`src/rtl/wishbone_req_decoder.sv`:
```
// Wishbone request decoder.
// Registers a single host request, decodes the target field of the address and
// drives a one-hot strobe to either the CSR block or one of the DCOL matrix
// (double-column EOC) targets. The strobe is held until the muxed ack returns,
// a timeout expires, or the host drops its cycle.
module wishbone_req_decoder #(
    parameter int DCOL    = 5,   // number of matrix targets, 1..15
    parameter int TIMEOUT = 16   // strobe cycles without ack before error, 2..255
) (
    input  logic            clk_i,
    input  logic            rst_i,
    input  logic            wb_cyc_i,
    input  logic            wb_stb_i,
    input  logic            wb_we_i,
    input  logic [7:0]      wb_adr_i,
    input  logic [7:0]      wb_dat_to_i,
    input  logic            wb_ack_i,
    output logic            wb_stb_csr_o,
    output logic [DCOL-1:0] wb_stb_matrix_o,
    output logic            wb_we_o,
    output logic [3:0]      wb_adr_o,
    output logic [7:0]      wb_dat_to_o,
    output logic            wb_busy_o,
    output logic            wb_err_o
);

    typedef enum logic [1:0] {
        IDLE   = 2'd0,
        ACTIVE = 2'd1,
        DONE   = 2'd2
    } state_t;

    // Counter value seen during the last permitted strobe cycle. The counter is
    // zero in the first strobe cycle, so it reads TIMEOUT-1 in cycle TIMEOUT and
    // would become TIMEOUT at the following edge.
    localparam logic [7:0] TIMEOUT_LAST = 8'(TIMEOUT - 1);

    state_t          state_reg, state_next;
    logic [7:0]      count_reg, count_next;
    logic            stb_csr_reg, stb_csr_next;
    logic [DCOL-1:0] stb_matrix_reg, stb_matrix_next;
    logic            we_reg, we_next;
    logic [3:0]      adr_reg, adr_next;
    logic [7:0]      dat_reg, dat_next;
    logic            busy_reg, busy_next;
    logic            err_reg, err_next;

    logic [3:0]      target;
    logic            sel_csr;
    logic [DCOL-1:0] sel_matrix;
    logic            addr_valid;
    logic            request;
    logic            timeout_hit;
    logic [7:0]      count_inc;

    // Address decode: target 0 is the CSR block, targets 1..DCOL map to
    // matrix columns 0..DCOL-1, everything else is unmapped.
    assign target  = wb_adr_i[7:4];
    assign sel_csr = (target == 4'd0);

    genvar gi;
    generate
        for (gi = 0; gi < DCOL; gi++) begin : g_matrix_sel
            assign sel_matrix[gi] = (target == 4'(gi + 1));
        end
    endgenerate

    assign addr_valid  = sel_csr | (|sel_matrix);
    assign request     = wb_cyc_i & wb_stb_i;
    assign timeout_hit = (count_reg >= TIMEOUT_LAST);
    // Saturating increment so a stuck counter can never wrap back to zero.
    assign count_inc   = (count_reg == 8'hFF) ? count_reg : count_reg + 8'd1;

    // State register.
    always_ff @(posedge clk_i or posedge rst_i) begin
        if (rst_i) begin
            state_reg <= IDLE;
        end else begin
            state_reg <= state_next;
        end
    end

    // Next-state and next-output logic; every output is registered so the
    // targets see clean, glitch-free strobes.
    always_comb begin
        state_next      = state_reg;
        count_next      = count_reg;
        stb_csr_next    = stb_csr_reg;
        stb_matrix_next = stb_matrix_reg;
        we_next         = we_reg;
        adr_next        = adr_reg;
        dat_next        = dat_reg;
        busy_next       = busy_reg;
        err_next        = 1'b0;

        case (state_reg)
            IDLE: begin
                stb_csr_next    = 1'b0;
                stb_matrix_next = '0;
                busy_next       = 1'b0;
                if (request) begin
                    we_next  = wb_we_i;
                    adr_next = wb_adr_i[3:0];
                    dat_next = wb_dat_to_i;
                    if (addr_valid) begin
                        stb_csr_next    = sel_csr;
                        stb_matrix_next = sel_matrix;
                        busy_next       = 1'b1;
                        count_next      = 8'd0;
                        state_next      = ACTIVE;
                    end else begin
                        // Unmapped target: never strobe anything, just flag it.
                        err_next   = 1'b1;
                        state_next = DONE;
                    end
                end
            end

            ACTIVE: begin
                if (!wb_cyc_i) begin
                    // Host abort takes precedence over ack and timeout.
                    stb_csr_next    = 1'b0;
                    stb_matrix_next = '0;
                    busy_next       = 1'b0;
                    state_next      = IDLE;
                end else if (wb_ack_i) begin
                    // Ack beats a timeout reached in the same cycle.
                    stb_csr_next    = 1'b0;
                    stb_matrix_next = '0;
                    busy_next       = 1'b0;
                    state_next      = DONE;
                end else if (timeout_hit) begin
                    stb_csr_next    = 1'b0;
                    stb_matrix_next = '0;
                    busy_next       = 1'b0;
                    err_next        = 1'b1;
                    state_next      = DONE;
                end else begin
                    count_next = count_inc;
                end
            end

            DONE: begin
                // Wait for the host to release its strobe so a held request is
                // not issued to the target a second time.
                stb_csr_next    = 1'b0;
                stb_matrix_next = '0;
                busy_next       = 1'b0;
                if (!wb_stb_i || !wb_cyc_i) begin
                    state_next = IDLE;
                end
            end

            default: begin
                stb_csr_next    = 1'b0;
                stb_matrix_next = '0;
                busy_next       = 1'b0;
                state_next      = IDLE;
            end
        endcase
    end

    // Output and datapath registers; reset clears every output immediately.
    always_ff @(posedge clk_i or posedge rst_i) begin
        if (rst_i) begin
            count_reg      <= 8'd0;
            stb_csr_reg    <= 1'b0;
            stb_matrix_reg <= '0;
            we_reg         <= 1'b0;
            adr_reg        <= 4'd0;
            dat_reg        <= 8'd0;
            busy_reg       <= 1'b0;
            err_reg        <= 1'b0;
        end else begin
            count_reg      <= count_next;
            stb_csr_reg    <= stb_csr_next;
            stb_matrix_reg <= stb_matrix_next;
            we_reg         <= we_next;
            adr_reg        <= adr_next;
            dat_reg        <= dat_next;
            busy_reg       <= busy_next;
            err_reg        <= err_next;
        end
    end

    assign wb_stb_csr_o    = stb_csr_reg;
    assign wb_stb_matrix_o = stb_matrix_reg;
    assign wb_we_o         = we_reg;
    assign wb_adr_o        = adr_reg;
    assign wb_dat_to_o     = dat_reg;
    assign wb_busy_o       = busy_reg;
    assign wb_err_o        = err_reg;

endmodule
```
`config.mk`:
```
export PLATFORM = sky130hd
export DESIGN_NAME = wishbone_req_decoder
export DESIGN_NICKNAME = d
export VERILOG_FILES = /design/src/rtl/wishbone_req_decoder.sv
export SDC_FILE = /design/constraint.sdc
export NUM_CORES = 1
export LEC_CHECK = 0
export CAP_MARGIN = 25
export CELL_PAD_IN_SITES_DETAIL_PLACEMENT = 0
export CELL_PAD_IN_SITES_GLOBAL_PLACEMENT = 1
export CORE_MARGIN = 8
export CORE_UTILIZATION = 34
export DETAILED_ROUTE_END_ITERATION = 16
export PLACE_DENSITY_LB_ADDON = 0.1
export SLEW_MARGIN = 40
export SYNTH_ARGS = -nofsm -noshare
export SYNTH_HDL_FRONTEND = slang
export SYNTH_SLANG_ARGS = --single-unit
```
`constraint.sdc`:
```
create_clock -name clk_i -period 1.8 [get_ports clk_i]
set_input_delay 0.36 -clock clk_i [delete_from_list [all_inputs] [get_ports clk_i]]
set_output_delay 0.36 -clock clk_i [all_outputs]
set_load 0.005 [all_outputs]
```
# == After elaboration in Yosys (flattened, before gate mapping) ==
# Index checks and enable logic that the tools add are counted.
# totals
ff_bits,31
wordCells,74
input_bits,22
# op_classes
bitwise_logic,2
muxes,35
order_cmp,1
n_addsub,1
n_eq_ne,16
n_reduce_logical,10
# op_table
op,n
2-to-1 mux 8 bit,6
2-to-1 mux 5 bit,5
case mux 8 bit (2 select lines),1
"inequality test 2 bit, second input constant",7
2-to-1 mux 1 bit,12
2-to-1 mux 2 bit,6
case mux 5 bit (2 select lines),1
"adder 8 x 1 -> 8 bit, second input constant",1
"== test 4 x 2 -> 1 bit, second input constant",2
"== test 4 x 3 -> 1 bit, second input constant",2
"== test 8 bit, second input constant",1
"greater-or-equal comparator 8 x 4 -> 1 bit, second input constant",1
AND reduction 7 bit,1
case mux 1 bit (2 select lines),3
case mux 2 bit (3 select lines),1
OR reduction 5 bit,1
"== test 4 x 1 -> 1 bit, second input constant",1
logical NOT 4 bit,1
"inequality test 4 bit, second input constant",1
AND reduction 3 bit,1
"== test 2 x 1 -> 1 bit, second input constant",1
"== test 2 bit, second input constant",1
logical NOT 1 bit,2
logical NOT 2 bit,1
5 further kinds,5

# == Logic depth before layout (Yosys ltp) ==
# Gate-level depths: netlist of run 1.
# logic_depth
word_depth,6
depth_mapped,5

# == Worst setup path after synthesis of run 1 ==
# OpenSTA, ideal clock, no wires.
# synth_path
kind,register to register
startpoint,register count_reg[5]
endpoint,register count_reg[0]
synth_period_minus_slack_ps,1587
stages_incl_launch_ff,5
t_arrival_ps,1462
n_path_buf,0
required_time_ps,1675
setup_time_ps,125
slack_ps,213
cell_sequence,dfrtp_1 nor4_4 nand2_2 a221o_1 mux2_4
# synth_via
elab_chain_len,3
elab_cells_between_ends,5
# synth_rtl
element,line,source
start: declaration,39,"logic [7:0] count_reg, count_next;"
start signal: assignment,175,count_reg <= count_next;
greater-or-equal comparator 8 x 4 -> 1 bit / == test 8 bit (equally long branches),"70, 72",
inequality test 2 bit (no source line),n/a,
AND reduction 7 bit (no source line) (*),n/a,
# Every way passes the cells marked *; elsewhere a longest branch is shown, timed or not.
# A chain may end at the register's enable or synchronous reset.

# == Final worst setup path of run 1 ==
# Ends and elaborated chain as after synthesis.

==> impl_metrics.csv, run 1 <==
group,metric,value,unit
cells_and_area,ff_latch_area,775.7,sq um
synthesis,netlist_instances,129,
worst_setup_path,crit_required,1.96,ns
sta,worstMarginPinSlew,0.3966,ns
worst_setup_path,worstSetupPathType,"reg2reg",
cells_and_area,num_antenna_cells,0,
cts,htreeDepth,2,
power,p_int,1280,uW
power,ir_worst_vdd,0.4078,mV
cts,numCtsBuffers,5,
drt,drcViolationCount,0,
worst_setup_path,worstPathArrival,1.85,ns
worst_setup_path,critPathTopFamily,"simple AND/OR/NAND/NOR gates",
job,max_cap_violations,0,
worst_setup_path,cp-start-kind,"flop",
synthesis,async_flop_share,100.0,%
min_path,hp-class,"in2async",
cells_and_area,fillerInstances,363,
worst_setup_path,cp_slowest_stage_delay,0.42,ns
synthesis,synth_ff_type,"dfrtp_1",
placement,place_inst,237,
floorplanning,coreArea,3914,sq um
synthesis,synth.top_cell.area_share,56.99,%
placement,dp_hpwl,2.696,mm
global_routing,grt_pass1_vias,1234,
synthesis,ys_seq_elements,31,
synthesis,synth_area,1361,sq um
synthesis,synth_cell_types,35,
floorplanning,dieArea,6285,sq um
drt,dr.pass1.iters,5,
synthesis,synth_edf_count,0,
sta,fin_crit_sh,93.60,%
run_status,status,"complete, no violations",
floorplanning,chipHeight,79.28,microns
power,leakage,0.001006,uW
cells_and_area,area_delta_synth_final,53.13,%
power,power_frac_comb,21.5,%
sta,fin_skew,0.004420,ns
global_routing,grt_overflow_total,0,
worst_setup_path,reg2reg_to,"count_reg[0]",
drt,antenna_left,0,
drt,vias,1169,
sta,setup_viol,0,
floorplanning,num_rows,23,
cells_and_area,layout_commonest_cell,"nand2_1",
drt,routedWlPerCell,14.22,microns
worst_setup_path,worstPathCellList,"nor4_4, nand2_2, a221o_1, mux2_4",
power,p_sw_share,25.30,%
global_routing,grt_max_degree,32,
drt,dr.first_iter.drc_count,51,
placement,gp_congestion,0.8320,
cts,clk_latency,0.28,ns
floorplanning,io_pins,43,
synthesis,synthTopCellsByArea,"dfrtp_1 (57%), nand2_1 (12%), a32o_1 (2.2%)",
worst_setup_path,end_kind,"flop",
floorplanning,die_x,79.28,microns
worst_setup_path,cpMaxStageDelayCell,"dfrtp_1",
global_routing,grt_pass1_wl,5.927,mm
sta,fin_crit,1.685,ns
worst_setup_path,rr_worst_depth,4,
sta,rsz0062_at_grt,"no",
worst_setup_path,rrSetupSlack,0.12,ns
cts,clock_sinks,31,
power,switchingPower,433.7,uW
global_routing,antenna_found_initial,0,
sta,final.setup.worst_slack,0.1152,ns
placement,port_buffers,42,
synthesis,syn_area_per_cell,10.55,sq um
synthesis,yosys_warnings,0,
synthesis,ys_seq_area_share,56.99,%
floorplanning,start_util,34.78,%
global_routing,grt_use_total,12.21,%
synthesis,syn_nets,152,
cells_and_area,drive_above_1_share,19.39,%
cells_and_area,mostFrequentLayoutCells,"nand2_1 (43), clkdlybuf4s50_1 (40), dfrtp_1 (31)",
cells_and_area,final_cells,246,
sta,maxSlewHeadroom,73.56,%
worst_setup_path,path_buf_inv,0,
worst_setup_path,reg2reg_from,"count_reg[5]",
worst_setup_path,cp_max_fo,4,
drt,wirelength,3.497,mm
sta,finalHoldViolCount,0,
power,clockPowerShare,29.9,%
drt,routed_via_density,4.752,
sta,slew_violations,0,
cts,ctsRootBufferMaster,"clkbuf_8",
cells_and_area,multi_input_area,574.3,sq um
power,pwr-share-seq,48.6,%
sta,fmax,0.5935,GHz
cts,clkTransAtPathRegs,0.06,ns
power,cellPowerDensity,822.2,nW/um^2
cts,cts_tree,"yes",
cts,clock_path_buffers,2,
cells_and_area,fin_nets,218,
placement,pre_cts_ws,-0.3149,ns
synthesis,synth_top_cell_by_area,"dfrtp_1",
[how the worst max path moves through the flow]
stage | startpoint | end | slack (ns) | cells past startpoint
finish | count_reg[5] | count_reg[0] | 0.12 | 4
global route | state_reg[0] | count_reg[0] | 0.03 | 5
CTS | wb_stb_i | count_reg[0] | 0.01 | 6
detailed placement | wb_stb_i | count_reg[0] | -0.31 | 6
global placement | wb_stb_i | count_reg[0] | -0.31 | 6
floorplan | count_reg[5] | count_reg[0] | 0.21 | 4
[per-stage QoR]
stage          instance area, sq um  utilization (%)  hold WS (ns)  setup TNS [ns]  power, uW
2_1_floorplan                  1361                -        0.4425               0      969.6
3_3_place_gp                   1982            50.64        0.4574          -3.011       1204
3_5_place_dp                   1982            50.64        0.4625          -3.111       1217
4_1_cts                        2072            52.94        0.4735               0       1743
5_1_grt                        2085            53.26        0.4998               0       1817
6_report                       2085            53.26        0.4521               0       1714
[cell type report]
type,count,share of cell area (%)
Multi-Input combinational cell,92,27.55
Timing Repair Buffer,63,27.97
Clock buffer,7,3.661
Clock inverter,1,0.2401
Sequential cell,31,37.21
Inverter,2,0.3601
Tap cell,50,3.001
[synth_stat cells (all sizes together) (2+ instances only)]
library cell / n
a21oi: 3
nor4: 2
and2: 6
nand2: 44
inv: 2
nand2b: 2
nand4bb: 2
dfrtp: 31
nand4b: 2
nor2b: 3
clkbuf: 3
nand3: 2
a32o: 3
nor3: 2
a221o: 2
a22o: 4
nor2: 4
[kinds of logic after synthesis]
family	share of synthesized area, %
adders and majority gates	0.9190
AOI/OAI and AO/OA	11.49
and+or+nand+nor	27.57
muxes	1.103
buffers and inverters	1.930
DFF	56.99
[metal layers]
| metal | up-vias | GRT usage, % | wire, microns |
|---|---|---|---|
| li1 | 576 | - | - |
| met1 | 562 | 13.61 | 1492 |
| met2 | 24 | 19.56 | 1730 |
| met3 | 7 | 5.530 | 213 |
| met4 | 0 | 5.556 | 61 |
| met5 | - | 0 | 0 |
[repair_timing]
item / 4_1_cts / 5_1_grt
hold buffers: 0 / 0
hold endpoints to repair: 0 / 0
endpoints found under the setup margin: 1 / 11
pin swaps: 0 / 1
buffers inserted: 0 / 1
gates resized for setup: 1 / 2
gates cloned: 0 / 0
[power groups by stage]
stage	logic [uW]	clock network, uW	registers [uW]
floorplan	128	0	842
global placement	363	0	841
detailed placement	374	0	843
CTS	376	534	834
global route	409	564	844
finish	368	513	833
[worst min-delay path: stages]
cell	delay [ns]
clkdlybuf4s50_1	0.39
inv_1	0.05
buf_4	0.34
Note: power is estimated with default switching activity, not from simulation.
==> run 2: changes to the inputs <==
- CORE_UTILIZATION: 34 -> 37
- clock period: 1.8 -> 2.1 ns (I/O delays scaled with it)
==> run 2 against run 1 <==
  * Clock skew is essentially flat
  * Flip-flop and latch count is the same
  * Largest power group unchanged
  * Wire length shrank 5.4%
  * Register-to-register slack gained 0.31 ns
  * Hold slack gained 0.021 ns
  * Final cell count shrank 5.7%
  * Largest cell class unchanged
  * Utilization grew 2.2 points
  * Combinational power shrank 19%
==> impl_metrics.csv, run 2 (synthesis gave the netlist of run 1 again) <==
group,metric,value,unit
cells_and_area,postLayoutCoreUtil,55.48,%
worst_setup_path,rrSetupSlack,0.43,ns
sta,fin_skew,0.004619,ns
power,power_frac_comb,20.4,%
sta,slew_violations,0,
sta,fin_hold_ws,0.4732,ns
drt,wirelength,3.307,mm
worst_setup_path,path_buf_inv,1,
floorplanning,start_util,37.75,%
drt,drcViolationCount,0,
drt,vias,1111,
worst_setup_path,crit_path_start,"wb_stb_i",
global_routing,grt_use_total,12.18,%
cts,post_cts_resized,0,
placement,place_inst,225,
worst_setup_path,rr_worst_depth,4,
floorplanning,io_pins,43,
floorplanning,dieArea,5876,sq um
cts,clock_sinks,31,
drt,routedWlPerCell,14.25,microns
cells_and_area,final_cells,232,
sta,fin_crit,1.819,ns
min_path,hold_start,"wb_adr_o[0]",
floorplanning,num_rows,22,
cts,cts_tree,"yes",
power,p_sw_share,24.36,%
sta,fin_crit_sh,86.62,%
cells_and_area,fin_nets,207,
placement,port_buffers,42,
cells_and_area,mostFrequentLayoutCells,"nand2_1 (43), clkdlybuf4s50_1 (42), dfrtp_1 (31)",
power,pwr-share-seq,48.8,%
sta,fin_setup_tns,0,ns
global_routing,antenna_found_initial,0,
min_path,hold_depth,2,
drt,dr.first_iter.drc_count,51,
cts,clkTransAtPathRegs,0.06,ns
worst_setup_path,end_kind,"flop",
global_routing,grt_overflow_total,0,
worst_setup_path,critPathTopFamily,"buffers and inverters",
cells_and_area,num_antenna_cells,0,
sta,setup_viol,0,
worst_setup_path,cp-start-kind,"primary input",
worst_setup_path,worstPathCellList,"clkdlybuf4s50_1, nor4bb_4, a21boi_2, a221o_1, mux2_4",
placement,gp_congestion,0.8323,
power,cellPowerDensity,733.0,nW/um^2
run_status,status,"complete, no violations",
power,p_int,1109,uW
power,clockPowerShare,30.8,%
cts,htreeDepth,2,
sta,rsz0062_at_grt,"no",
drt,dr.pass1.iters,4,
floorplanning,die_x,76.66,microns
cts,numCtsBuffers,5,
cells_and_area,ff_latch_area,775.7,sq um
cts,postCtsSetupRepairBufs,0,
floorplanning,coreArea,3606,sq um
worst_setup_path,reg2reg_to,"count_reg[0]",
global_routing,grt_max_degree,32,
cells_and_area,multi_input_area,574.3,sq um
cts,clk_latency,0.27,ns
power,leakage,0.0009374,uW
cells_and_area,drive_above_1_share,15.22,%
worst_setup_path,worstSetupPathType,"in2reg",
worst_setup_path,cp_slowest_stage_delay,0.48,ns
global_routing,grt_pass1_wl,5.871,mm
cells_and_area,fillerInstances,329,
sta,finalHoldViolCount,0,
power,switchingPower,357.2,uW
min_path,hp-class,"reg2reg",
global_routing,grt_pass1_vias,1211,
floorplanning,chipHeight,76.66,microns
cells_and_area,layout_commonest_cell,"nand2_1",
drt,antenna_left,0,
worst_setup_path,cpMaxStageDelayCell,"clkdlybuf4s50_1",
cells_and_area,area_delta_synth_final,46.97,%
placement,dp_hpwl,2.486,mm
worst_setup_path,crit_required,2.26,ns
job,max_cap_violations,0,
cts,holdBufCountCts,0,
power,power,1466,uW
sta,worstMarginPinSlew,0.4438,ns
min_path,holdPathEnd,"wb_adr_o[0]",
worst_setup_path,reg2reg_from,"state_reg[0]",
cts,ctsRootBufferMaster,"clkbuf_8",
sta,fmax,0.5497,GHz
cts,clock_path_buffers,2,
sta,maxSlewHeadroom,70.19,%
worst_setup_path,cp_max_fo,3,
worst_setup_path,worstPathArrival,1.98,ns
power,ir_worst_vdd,0.4248,mV
drt,routed_via_density,4.789,
[run 2: layer usage]
| metal | vias to the layer above | share of wire (%) | track usage [%] |
|---|---|---|---|
| met5 | - | 0 | 0 |
| met4 | 0 | 0.64 | 5.192 |
| met3 | 2 | 7.4 | 5.594 |
| met2 | 29 | 48 | 17.91 |
| met1 | 526 | 44 | 14.96 |
| li1 | 554 | - | - |
[run 2: power groups by stage]
stage	Combinational [uW]	Sequential (uW)	Clock [uW]
floorplan	110	722	0
global placement	298	725	0
detailed placement	305	725	0
CTS	307	716	473
global route	333	729	501
finish	298	716	452
[run 2: worst max-delay path by stage]
stage | to | slack, ns | depth (start not counted)
floorplan | count_reg[0] | 0.51 | 4
global placement | count_reg[0] | 0.03 | 5
detailed placement | count_reg[0] | -0.009 | 5
CTS | count_reg[0] | 0.28 | 5
global route | count_reg[0] | 0.20 | 5
finish | count_reg[0] | 0.28 | 5
[run 2: worst register-to-register path, delay by kind of cell, from the launching register on]
family / cells / cell delay, ns
flip-flops: 1 / 0.47
AO/OA/AOI/OAI: 2 / 0.43
AND/OR/NAND/NOR: 1 / 0.39
multiplexers: 1 / 0.26
[run 2: cell type report]
class	instances	share of cell area (%)
inverters	2	0.3752
repair buffers	52	24.77
clock buffers	6	4.128
multi-input cells	92	28.71
flip-flops and latches	31	38.77
well taps	48	3.002
clock inverters	1	0.2502
[run 2: per-stage QoR]
step | cell area, sq um | worst slack (ns)
after floorplan | 1361 | 0.5126
after global placement | 1913 | 0.02548
after detailed placement | 1913 | -0.009264
after CTS | 2001 | 0.2845
after global routing | 2001 | 0.1983
final | 2001 | 0.2809
